$ cat config.mk
export PLATFORM = sky130hd
export DESIGN_NAME = tspi_rx
export DESIGN_NICKNAME = d
export VERILOG_FILES = /design/src/rtl/tspi_pkg.sv /design/src/rtl/tspi_rx_sync.sv /design/src/rtl/tspi_rx.sv
export SDC_FILE = /design/constraint.sdc
export NUM_CORES = 1
export LEC_CHECK = 0
export ABC_CLOCK_PERIOD_IN_PS = 6450
export CORE_MARGIN = 2
export CORE_UTILIZATION = 60
export DETAILED_ROUTE_END_ITERATION = 8
export PLACE_DENSITY = 0.83
export SETUP_SLACK_MARGIN = 0.5
export SYNTH_ARGS = -nofsm -noshare
export SYNTH_HDL_FRONTEND = slang
export SYNTH_SLANG_ARGS = --single-unit
export TNS_END_PERCENT = 50
$ cat constraint.sdc
create_clock -name CLK -period 6.45 [get_ports CLK]
set_input_delay 0.645 -clock CLK [delete_from_list [all_inputs] [get_ports CLK]]
set_output_delay 0.645 -clock CLK [all_outputs]
set_load 0.01 [all_outputs]
$ cat src/rtl/tspi_pkg.sv
// tspi_pkg: shared frame geometry and state type for the Tri-SPI receiver.
// Imported by tspi_rx and tspi_rx_sync.
package tspi_pkg;
  localparam int FRAME_BITS = 288;
  localparam int PIX_BITS   = 234;
  localparam int NUM_GRIDS  = 52;
  localparam int ROW_COUNT  = 39;
  localparam int COL_COUNT  = 6;
  localparam int GRAY_W     = 3;

  typedef enum logic {
    WAIT_LAT,
    SHIFT
  } rx_state_e;
endpackage

$ cat src/rtl/tspi_rx_sync.sv
// tspi_rx_sync: W-bit 2-FF synchronizer; the low EW bits also get
// rising-edge detection, the remaining bits are passed out as levels.
module tspi_rx_sync #(
  parameter int W  = 5,
  parameter int EW = 2
) (
  input  logic            clk,
  input  logic            rst_n,
  input  logic [W-1:0]    d,
  output logic [W-EW-1:0] lvl,
  output logic [EW-1:0]   rise
);
  logic [W-1:0]  m_q, m_d;
  logic [W-1:0]  s_q, s_d;
  logic [EW-1:0] p_q, p_d;

  // advance the synchronizer chain and edge history
  always_comb begin
    m_d = d;
    s_d = m_q;
    p_d = s_q[EW-1:0];
  end

  // chain registers
  always_ff @(posedge clk or negedge rst_n) begin
    if (!rst_n) begin
      m_q <= '0;
      s_q <= '0;
      p_q <= '0;
    end else begin
      m_q <= m_d;
      s_q <= s_d;
      p_q <= p_d;
    end
  end

  assign lvl  = s_q[W-1:EW];
  assign rise = s_q[EW-1:0] & ~p_q;
endmodule

$ cat src/rtl/tspi_rx.sv
// tspi_rx: Tri-SPI frame receiver / checker.
// Optional GCP pulse checking is built when TSPI_RX_GCP_CHECK_EN is defined.
module tspi_rx #(
  parameter int FRAME_BITS = tspi_pkg::FRAME_BITS,
  parameter int PIX_BITS   = tspi_pkg::PIX_BITS,
  parameter int NUM_GRIDS  = tspi_pkg::NUM_GRIDS
) (
  input  logic       CLK,
  input  logic       RST_N,
  input  logic       SCK,
  input  logic       S1,
  input  logic       S2,
  input  logic       S3,
  input  logic       LAT,
  input  logic       GCP,
  output logic       PIX_WE,
  output logic [5:0] PIX_ROW,
  output logic [2:0] PIX_COL,
  output logic [2:0] PIX_GRAY,
  output logic       FRAME_VALID,
  output logic [5:0] GRID_N,
  output logic       LEN_ERR,
  output logic       GRID_ERR,
  output logic [3:0] GCP_CNT,
  output logic       GCP_ERR
);
  import tspi_pkg::*;

  localparam logic [8:0] FRAME_B  = 9'(FRAME_BITS);
  localparam logic [8:0] PIX_B    = 9'(PIX_BITS);
  localparam logic [8:0] BC_MAX   = 9'(FRAME_BITS + 1);
  localparam logic [6:0] GRID_LIM = 7'(NUM_GRIDS);
  localparam logic [2:0] COL_LAST = 3'(COL_COUNT - 1);

`ifdef TSPI_RX_GCP_CHECK_EN
  localparam int EW = 3;
`else
  localparam int EW = 2;
`endif

  logic [GRAY_W+EW-1:0] sync_in;
  logic [GRAY_W-1:0]    lanes;
  logic [EW-1:0]        rise;
  logic                 sck_rise, lat_rise;

`ifdef TSPI_RX_GCP_CHECK_EN
  logic       gcp_rise;
  logic [3:0] gcp_cnt_q, gcp_cnt_d;
  logic [3:0] gcp_out_q, gcp_out_d;
  logic       gcp_err_q, gcp_err_d;
  assign sync_in  = {S3, S2, S1, GCP, LAT, SCK};
  assign gcp_rise = rise[2];
  assign GCP_CNT  = gcp_out_q;
  assign GCP_ERR  = gcp_err_q;
`else
  logic unused_gcp;
  assign sync_in    = {S3, S2, S1, LAT, SCK};
  assign unused_gcp = GCP;
  assign GCP_CNT    = '0;
  assign GCP_ERR    = 1'b0;
`endif

  assign sck_rise = rise[0];
  assign lat_rise = rise[1];

  tspi_rx_sync #(
    .W  (GRAY_W + EW),
    .EW (EW)
  ) u_sync (
    .clk   (CLK),
    .rst_n (RST_N),
    .d     (sync_in),
    .lvl   (lanes),
    .rise  (rise)
  );

  rx_state_e  state_q, state_d;
  logic [8:0] bc_q, bc_d;
  logic [5:0] row_q, row_d;
  logic [2:0] col_q, col_d;
  logic [5:0] first_q, first_d;
  logic [5:0] second_q, second_d;
  logic [1:0] nset_q, nset_d;
  logic       mis_q, mis_d;
  logic       we_q, we_d;
  logic [5:0] prow_q, prow_d;
  logic [2:0] pcol_q, pcol_d;
  logic [2:0] gray_q, gray_d;
  logic       fv_q, fv_d;
  logic [5:0] grid_q, grid_d;
  logic       len_q, len_d;
  logic       gerr_q, gerr_d;
  logic [8:0] goff;

  assign goff = bc_q - PIX_B;

  // bit processing first, then latch report and counter clear
  always_comb begin
    state_d  = state_q;
    bc_d     = bc_q;
    row_d    = row_q;
    col_d    = col_q;
    first_d  = first_q;
    second_d = second_q;
    nset_d   = nset_q;
    mis_d    = mis_q;
    we_d     = 1'b0;
    prow_d   = prow_q;
    pcol_d   = pcol_q;
    gray_d   = gray_q;
    fv_d     = 1'b0;
    grid_d   = grid_q;
    len_d    = len_q;
    gerr_d   = gerr_q;
`ifdef TSPI_RX_GCP_CHECK_EN
    gcp_cnt_d = gcp_cnt_q;
    gcp_out_d = gcp_out_q;
    gcp_err_d = gcp_err_q;
`endif
    if (state_q == SHIFT) begin
      if (sck_rise) begin
        if (bc_q != BC_MAX) bc_d = bc_q + 9'd1;
        if (bc_q < PIX_B) begin
          we_d   = 1'b1;
          prow_d = row_q;
          pcol_d = col_q;
          gray_d = lanes;
          if (col_q == COL_LAST) begin
            col_d = '0;
            row_d = row_q + 6'd1;
          end else begin
            col_d = col_q + 3'd1;
          end
        end else if (bc_q < FRAME_B) begin
          if (&lanes) begin
            if (nset_q == 2'd0) first_d = goff[5:0];
            if (nset_q == 2'd1) second_d = goff[5:0];
            if (nset_q != 2'd3) nset_d = nset_q + 2'd1;
          end else if (|lanes) begin
            mis_d = 1'b1;
          end
        end
      end
`ifdef TSPI_RX_GCP_CHECK_EN
      if (gcp_rise && gcp_cnt_q != 4'd15)
        gcp_cnt_d = gcp_cnt_q + 4'd1;
`endif
      if (lat_rise) begin
        fv_d   = 1'b1;
        grid_d = first_d;
        len_d  = (bc_d != FRAME_B);
        gerr_d = (nset_d != 2'd2)
              || (second_d != first_d + 6'd1)
              || ({1'b0, first_d} + 7'd1 >= GRID_LIM)
              || mis_d;
`ifdef TSPI_RX_GCP_CHECK_EN
        gcp_out_d = gcp_cnt_d;
        gcp_err_d = (gcp_cnt_d != 4'd6);
`endif
      end
    end else if (lat_rise) begin
      state_d = SHIFT;
    end
    if (lat_rise) begin
      bc_d     = '0;
      row_d    = '0;
      col_d    = '0;
      first_d  = '0;
      second_d = '0;
      nset_d   = '0;
      mis_d    = 1'b0;
`ifdef TSPI_RX_GCP_CHECK_EN
      gcp_cnt_d = '0;
`endif
    end
  end

  // state, counters and registered outputs
  always_ff @(posedge CLK or negedge RST_N) begin
    if (!RST_N) begin
      state_q  <= WAIT_LAT;
      bc_q     <= '0;
      row_q    <= '0;
      col_q    <= '0;
      first_q  <= '0;
      second_q <= '0;
      nset_q   <= '0;
      mis_q    <= 1'b0;
      we_q     <= 1'b0;
      prow_q   <= '0;
      pcol_q   <= '0;
      gray_q   <= '0;
      fv_q     <= 1'b0;
      grid_q   <= '0;
      len_q    <= 1'b0;
      gerr_q   <= 1'b0;
`ifdef TSPI_RX_GCP_CHECK_EN
      gcp_cnt_q <= '0;
      gcp_out_q <= '0;
      gcp_err_q <= 1'b0;
`endif
    end else begin
      state_q  <= state_d;
      bc_q     <= bc_d;
      row_q    <= row_d;
      col_q    <= col_d;
      first_q  <= first_d;
      second_q <= second_d;
      nset_q   <= nset_d;
      mis_q    <= mis_d;
      we_q     <= we_d;
      prow_q   <= prow_d;
      pcol_q   <= pcol_d;
      gray_q   <= gray_d;
      fv_q     <= fv_d;
      grid_q   <= grid_d;
      len_q    <= len_d;
      gerr_q   <= gerr_d;
`ifdef TSPI_RX_GCP_CHECK_EN
      gcp_cnt_q <= gcp_cnt_d;
      gcp_out_q <= gcp_out_d;
      gcp_err_q <= gcp_err_d;
`endif
    end
  end

  assign PIX_WE      = we_q;
  assign PIX_ROW     = prow_q;
  assign PIX_COL     = pcol_q;
  assign PIX_GRAY    = gray_q;
  assign FRAME_VALID = fv_q;
  assign GRID_N      = grid_q;
  assign LEN_ERR     = len_q;
  assign GRID_ERR    = gerr_q;
endmodule

Yosys cells after proc, flatten, opt, wreduce, memory -nomap -nowiden

Cells that the tools add are included.

Register bits: 68
Input bits: 8
Output and inout bits: 27
Word-level logic and storage cells: 105

Bitwise operators: 2
Mux-type cells: 53
Reductions and logical operators: 14
Equality and inequality tests: 7
$lt $le $gt $ge: 3
Add/sub/neg operators: 7

Operators with widths:

| operator              | number |
|---|---|
| $mux W6               | 21 |
| $mux W9               | 5 |
| $ne A9 B9 Y1 const B  | 2 |
| $mux W2               | 8 |
| $mux W3               | 5 |
| $mux W1               | 14 |
| $add A6 B1 Y6 const B | 2 |
| $add A9 B1 Y9 const B | 1 |
| $lt A9 B8 Y1 const B  | 1 |
| $lt A9 B9 Y1 const B  | 1 |
| $reduce_and A3 Y1     | 3 |
| $reduce_bool A2 Y1    | 4 |
| $add A6 B1 Y7 const B | 1 |
| $ge A7 B6 Y1 const B  | 1 |
| $ne A6 B6 Y1          | 1 |
| $sub A6 B6 Y6 const B | 1 |
| $ne A2 B2 Y1 const B  | 2 |
| $reduce_and A4 Y1     | 1 |
| $add A3 B1 Y3 const B | 1 |
| $eq A3 B3 Y1 const B  | 1 |
| $logic_or A1 B1 Y1    | 3 |
| $reduce_or A3 Y1      | 1 |
| $add A2 B1 Y2 const B | 1 |
| $and A2 B2 Y2         | 1 |
| other kinds (4)       | 4 |

Logic depth before layout (Yosys ltp)

Gate-level depths: netlist (run 1).

Depth in word-level cells: 12
Gate-level depth with buffers: 17
Gate-level depth less buffers: 14

By module

A second synthesis (run 1) with hierarchy kept.

Cell total of the unflattened synthesis: 370
Area total of the unflattened synthesis: 3489.6 um^2

Modules (own cells, without submodules):

| module       | instances | cells each | seq. area each (um^2) | area each (um^2) |
|---|---|---|---|---|
| tspi_rx      | 1         | 353        | 1401.3                | 3139.3 |
| tspi_rx_sync | 1         | 17         | 300.3                 | 350.3 |

Worst setup path after synthesis (run 1)

No wires, ideal clock.

Path type: register -> register
Start: register bc_q[6]
End: register gerr_q (netlist: GRID_ERR)
Buffers on the path: 3
Setup time: 0.126 ns
Slack: 2.804 ns
Stages on the path, launching flop included: 15
Arrival time: 3.520 ns
Data required time: 6.324 ns
Period minus slack after synthesis: 3.646 ns
Cell sequence: dfrtp_1 > buf_6 > o31a_1 > nor4_4 > o211a_1 > clkbuf_8 > buf_2 > mux2i_1 > inv_1 > ha_1 > nor2b_1 > or4_1 > a221oi_1 > o2111ai_1 > o32a_1

Cells in the longest elaborated chain, start to end: 10
Elaborated cells between the ends (all ways): 26
Classes of those cells: 2 x add/sub; 3 x order compare; 2 x eq/ne; 16 x mux; 3 x reduce/logical

RTL lines:

| what                                                 | line           | text |
|---|---|---|
| start, declared                                      | tspi_rx.sv:78  | `logic [8:0] bc_q, bc_d;` |
| start signal, assigned                               | tspi_rx.sv:182 | `bc_q <= '0;` |
| start signal, assigned                               | tspi_rx.sv:204 | `bc_q <= bc_d;` |
| branches (longest 9 deep; another with $lt A9 B9 Y1) | n/a            |  |
| $logic_or A1 B1 Y1 (*)                               | tspi_rx.sv:155 | `\|\| mis_d;` |
| end signal, assigned                                 | tspi_rx.sv:218 | `gerr_q <= gerr_d;` |
| end, declared                                        | tspi_rx.sv:92  | `logic gerr_q, gerr_d;` |

Every way passes the cells marked *. The select of a mux whose other input is x is not followed.
A chain may end at the register's enable or synchronous reset.

Worst setup path after layout (run 1)

Start: register bc_q[1]
End: register gerr_q (netlist: GRID_ERR)

Cells in the longest elaborated chain, start to end: 12
Elaborated cells between the ends (all ways): 31
Classes of those cells: 3 x add/sub; 3 x order compare; 2 x eq/ne; 20 x mux; 3 x reduce/logical

RTL lines:

| what                                                   | line |
|---|---|
| branches (longest 11 deep; another with $add A6 B1 Y7) | n/a |
| $logic_or A1 B1 Y1 (*)                                 | tspi_rx.sv:155 |

Marks and branches as above.

==> results of run 1 <==
-- through the flow --
stage	utilization [%]	instance area [sq um]
floorplan	-	3545
global placement	66.78	3745
detailed placement	66.78	3745
CTS	70.33	3944
global route	70.33	3944
finish	70.33	3944
-- metal layers --
metal	vias to the layer above	GRT usage [%]
li1	1231	-
met1	1276	29.75
met2	64	39.42
met3	15	5.506
met4	0	13.22
met5	-	0
-- state kept, by name, summed over array words and instances, names as in the netlist --
signal,count
PIX_ROW,6
col_q,3
PIX_WE,1
PIX_COL,3
u_sync.m_q,5
state_q,1
row_q,6
GRID_ERR,1
second_q,6
nset_q,2
LEN_ERR,1
u_sync.s_q,5
GRID_N,6
PIX_GRAY,3
u_sync.p_q,2
first_q,6
bc_q,9
FRAME_VALID,1
mis_q,1
-- power by group --
| part | internal (mW) | leakage, nW | switching [mW] |
|---|---|---|---|
| Sequential | 0.459 | 0.885 | 0.0309 |
| Combinational | 0.0708 | 0.760 | 0.0742 |
| Clock | 0.182 | 0.0935 | 0.174 |
| Total | 0.712 | 1.74 | 0.279 |
-- path summary, 6_finish.rpt --
kind                                     from             to  depth (start not counted)
worst max-delay path                  bc_q[1]       GRID_ERR                         13
worst min-delay path            u_sync.m_q[2]  u_sync.s_q[2]                          0
worst max register to register        bc_q[1]       GRID_ERR                         13
worst min register to register  u_sync.m_q[2]  u_sync.s_q[2]                          0
max in group asynchronous               RST_N     PIX_ROW[5]                          2
min in group asynchronous               RST_N      GRID_N[5]                          2
-- cells by family (layout without fill, tap and decap cells) --
| logic type | after synthesis | count (layout) | synth area share (%) |
|---|---|---|---|
| other | 1 | 5 | 0.1062 |
| multiplexers | 30 | 30 | 9.181 |
| flip-flops | 68 | 68 | 48.21 |
| AND/OR/NAND/NOR | 112 | 112 | 15.56 |
| AO/OA/AOI/OAI | 63 | 63 | 11.80 |
| XOR/XNOR | 25 | 25 | 6.203 |
| adder cells (fa/ha/maj) | 6 | 6 | 2.127 |
| buffers and inverters | 38 | 59 | 6.806 |
-- cell usage in the layout (no fill, tap or decap), types with 2 or more instances in the layout --
cell and count:
clkinvlp_4 2, nand3_1 7, o22ai_1 4, and3_1 5
o2111ai_1 2, a21oi_1 14, nand4_1 6, nor3_1 6
xor2_1 13, clkbuf_8 9, dfrtp_1 68, clkdlybuf4s50_1 27
ha_1 6, mux2i_1 13, nor4_1 2, a41oi_1 2
a31oi_1 4, nor2b_1 5, buf_4 3, mux2_2 16
conb_1 5, xnor2_1 12, a211oi_1 6, o211a_1 2
nor2_1 39, nand2_1 26, and4_1 2, o21ai_0 17
or3_1 3, inv_6 2, inv_1 12, or4_1 2
-- cell type report --
cell class	instances	area [sq um]
Inverter	12	45.04
Multi-Input combinational cell	241	1610
Clock buffer	10	127.6
Clock inverter	6	71.32
Sequential cell	68	1702
Timing Repair Buffer	31	297.8
Fill cell	443	1664
Tap cell	72	90.09
==> run metrics, run 1 <==
drt drc=0; CP Cell Sequence=inv_1 > ha_1 > nor2b_1 > o2111a_2 > o211a_1 > mux2i_1 > inv_1 > ha_1 > nor2b_1 > or4_1 > a221oi_1 > o2111ai_1 > o32a_1; fin crit share=66.47%; most common cell in the netlist=dfrtp_1; hold_buf cts=0; Yosys reg bits=68; Worst path slowest cell=o211a_1; Post-synth EDFFs=0; clk_skew=6.840 ps; CP Capture Type=flip-flop; clk slew on worst S/H paths=80 ps; die area=6512 sq um; max_slew headroom=44.55%; Hold Vio Cnt, Final=0; TritonCTS clock tree=built; Clk Latency, worst-skew pair=350 ps; RSZ-0062 raised after global routing=no; Setup Crit Path Kind=reg2reg; r2r setup slk=2160 ps; wl on met1=about 3000 microns; Layout Cells excl Fill=440; synth top area cells=dfrtp_1 (48%), mux2_2 (5.1%), nor2_1 (4.1%), mux2i_1 (3.7%), xor2_1 (3.2%); Post-CTS Setup Bufs=0; # Max-Cap Violations=0; met2 routed WL=3564 microns; Mapped Avg Cell Area=10.29 sq um; total grt overflow=0; WP data required=6690 ps; maximum vdd drop=0.2355 mV; final WL=between 7000 and 8000 microns; critical path peak fanout=21; top_reg_cell synth=dfrtp_1; share of cells above drive strength 1=a little under an eighth; drt wl/cell=between 15 and 20 microns; TNS Setup=0 ps; Hold WC Path Type=reg2reg; Tot Pwr=0.9906 mW; CP delay by family, top=compound AO/OA/AOI/OAI gates; cells after synthesis=343; Vias per Instance=5.877; largest area contributor in the netlist=dfrtp_1; final hold slack=355.6 ps; sequential area share after synthesis=48.21%; CTS sink count=68; post_cts resized=0; CP Launch Type=flip-flop; Fmax=233.2 MHz; fin nets=377; Die H=80.70 microns; first-pass GRT wire length=about 12,000 microns; core area=5608 sq um; worst slack, placed=2243 ps; # H-tree levels=3; vias in the first global route=2,593; antenna viol nets, final=0; via count=2,586; DR WL met3=316 microns; Largest stage delay, worst path=~660 ps; antenna violations before repair=0; fraction of synthesis flops using an asynchronous set or reset pin=100.0%; DR top layer=met4; Post-synth top cells=dfrtp_1 (68), nor2_1 (39), nand2_1 (26), o21ai_0 (17), mux2_2 (16); Yosys warning count=0; Pre-Repair DR Iteration Count=4; Netlist cell types=54; Max clock buf depth=2; initial core utilization=62.94%; Syn-to-layout area delta=11.73%; pwr/cell area=251.2 nW/um^2; drt first-iter violations=181; GRT Total Usage=24.13%; Root Driver=clkbuf_8; CTS buffer count=9; Detail Placement HPWL=4626 microns; top cell type's share of synthesized area=~48%; IO Pins=35; Post-Syn Area=3530 sq um; Final Max Tran Viols=0; worst setup margin=2163 ps; Antenna Cells=0; placement row count=27; # port buffers=28; clock period minus worst slack=4288 ps; Worst EP arrival=4530 ps; DIE WIDTH=just over 80 microns; pin count of the biggest net entering global routing=69; status=finished, final reports clean; post-placement cell count=424; crit path buf inv count=2; worst-margin pin slew=between 800 and 900 ps; Finish-stage setup viols=0; Placer Congestion=0.8892; Leakage Power=1.739 nW
No activity file was read; power rests on OpenSTA's default activity.
==> run 2: changes to the inputs <==
Settings changed: ABC_CLOCK_PERIOD_IN_PS 6450 to 3900, CORE_UTILIZATION 60 to 51, PLACE_DENSITY 0.83 to 0.75.
Clock period 6.45 ns to 3.9 ns, I/O delays scaled along.
==> run 2 against run 1 <==
Net effect:
- core utilization is 11 points lower
- register-to-register slack got worse by 1600 ps
- sequential power rose by 65%
==> run metrics, run 2 (same netlist as run 1, synthesis figures left out) <==
status=finished, final reports clean; critical path peak fanout=9; CP Capture Type=flip-flop; Placer Congestion=0.8809; commonest non-fill, non-tap cell in the layout=dfrtp_1; RSZ-0062 raised after global routing=yes; maximum vdd drop=0.4101 mV; fin crit share=between 80% and 90%; max_slew headroom=between 30% and 40%; Reg with most FFs=bc_q; via count=around 2,600; Fmax=295.8 MHz; Worst EP arrival=3610 ps; placement row count=30; Hold WC Path Type=in2async; Root Driver=clkbuf_8; Vias per Instance=5.649; Final Max Tran Viols=0; clock period minus worst slack=3381 ps; CTS buffer count=9; worst setup margin=518.8 ps; drt first-iter violations=156; initial core utilization=52.24%; area of the multi-input gates=roughly 1600 sq um; antenna violations before repair=0; WP data required=4130 ps; GRT Total Usage=20.11%; # port buffers=28; CP Launch Type=flip-flop; share of cells above drive strength 1=around 15%; clk slew on worst S/H paths=80 ps; crit path launch=bc_q[5]; final WL=6675 microns; worst-margin pin slew=955.7 ps; Antenna Cells=0; Max clock buf depth=2; Largest register FFs=9; Die H=just under 90 microns; Worst R2R Start=bc_q[5]; worst slack, placed=390.7 ps; pin count of the biggest net entering global routing=45; TNS Setup=0 ps; IO Pins=35; register area=1703 sq um; antenna viol nets, final=0; Clk Latency, worst-skew pair=340 ps; CTS sink count=68; fill count=between 500 and 600; total grt overflow=0; R2R depth=11; Hold Vio Cnt, Final=0; clk_skew=between 9 and 10 ps; Detail Placement HPWL=between 4000 and 5000 microns; Leakage Power=1.761 nW; final hold slack=196.2 ps; first-pass GRT wire length=11,760 microns; fin nets=382; drt wl/cell=14.74 microns; Syn-to-layout area delta=14.00%; Finish-stage setup viols=0; # Max-Cap Violations=0; TritonCTS clock tree=built; Pre-Repair DR Iteration Count=4; most frequent cells in the layout=dfrtp_1 (67), nor2_1 (39), clkdlybuf4s50_1 (27), nand2_1 (26), o21ai_0 (17); pwr/cell area=406.2 nW/um^2; DIE WIDTH=just under 90 microns; # H-tree levels=3; vias in the first global route=between 2,000 and 2,500; Tot Pwr=1.634 mW; drt drc=0; core area=6756 sq um; Setup Crit Path Kind=reg2reg; die area=~7600 sq um
## run 2: cell types whose count changed in the layout (fill, tap and decap cells not counted), moves of 2 or more
cell,before,now
mux2i_1,13,11
clkinv_2,0,2
clkinvlp_4,2,0
ha_1,6,4
inv_6,2,0
buf_4,3,8
mux2i_2,1,3
## run 2: final cells by class
cell class / instances / share of cell area [%]
well taps: 80 / 2.488
multi-input cells: 241 / 40.92
clock buffers: 12 / 3.607
clock inverters: 4 / 1.213
repair buffers: 36 / 8.333
flip-flops and latches: 68 / 42.32
inverters: 12 / 1.119
## run 2: power by group
group	switching, mW	total, mW	internal (mW)	leakage [nW]
Sequential	0.0470	0.807	0.760	0.884
Clock	0.263	0.576	0.312	0.100
Combinational	0.125	0.252	0.127	0.777
## run 2: layer usage
metal / wire length [microns] / GRT usage, % / up-vias
li1: - / - / 1243
met1: 3110 / 27.76 / 1242
met2: 3135 / 31.23 / 66
met3: 315 / 4.455 / 8
met4: 113 / 7.552 / 0
met5: 0 / 0 / -
## run 2: worst max-delay path, stage by stage (launching register included)
cell and delay, ps:
dfrtp_1 500, o31a_1 340, nor4_4 240, o211a_4 250, mux2i_2 260, inv_1 100
ha_4 290, nor2b_1 50, or4_1 500, a221oi_2 290, o2111ai_1 150, o32a_1 300
## run 2: stage by stage
step                util [%]  instances  area [sq um]
floorplan                  -        347          3585
global placement       56.35        435          3807
detailed placement     56.35        435          3807
CTS                    59.56        453          4024
global route           59.56        453          4024
finish                 59.56        453          4024
## run 2: what timing repair did
item | in CTS | in global routing
gates resized for setup | 1 | 0
hold endpoints to repair | 0 | 0
setup buffers | 2 | 0
pin swaps | 1 | 0
endpoints found under the setup margin | 1 | 1
hold buffers | 0 | 0
## run 2: final timing paths
check | endpoint | slack [ps]
max | GRID_ERR | 520
min | FRAME_VALID | 200
max reg2reg | GRID_ERR | 520
min reg2reg | u_sync.s_q[0] | 350
max in group asynchronous | row_q[5] | 2830
min in group CLK | u_sync.s_q[0] | 350
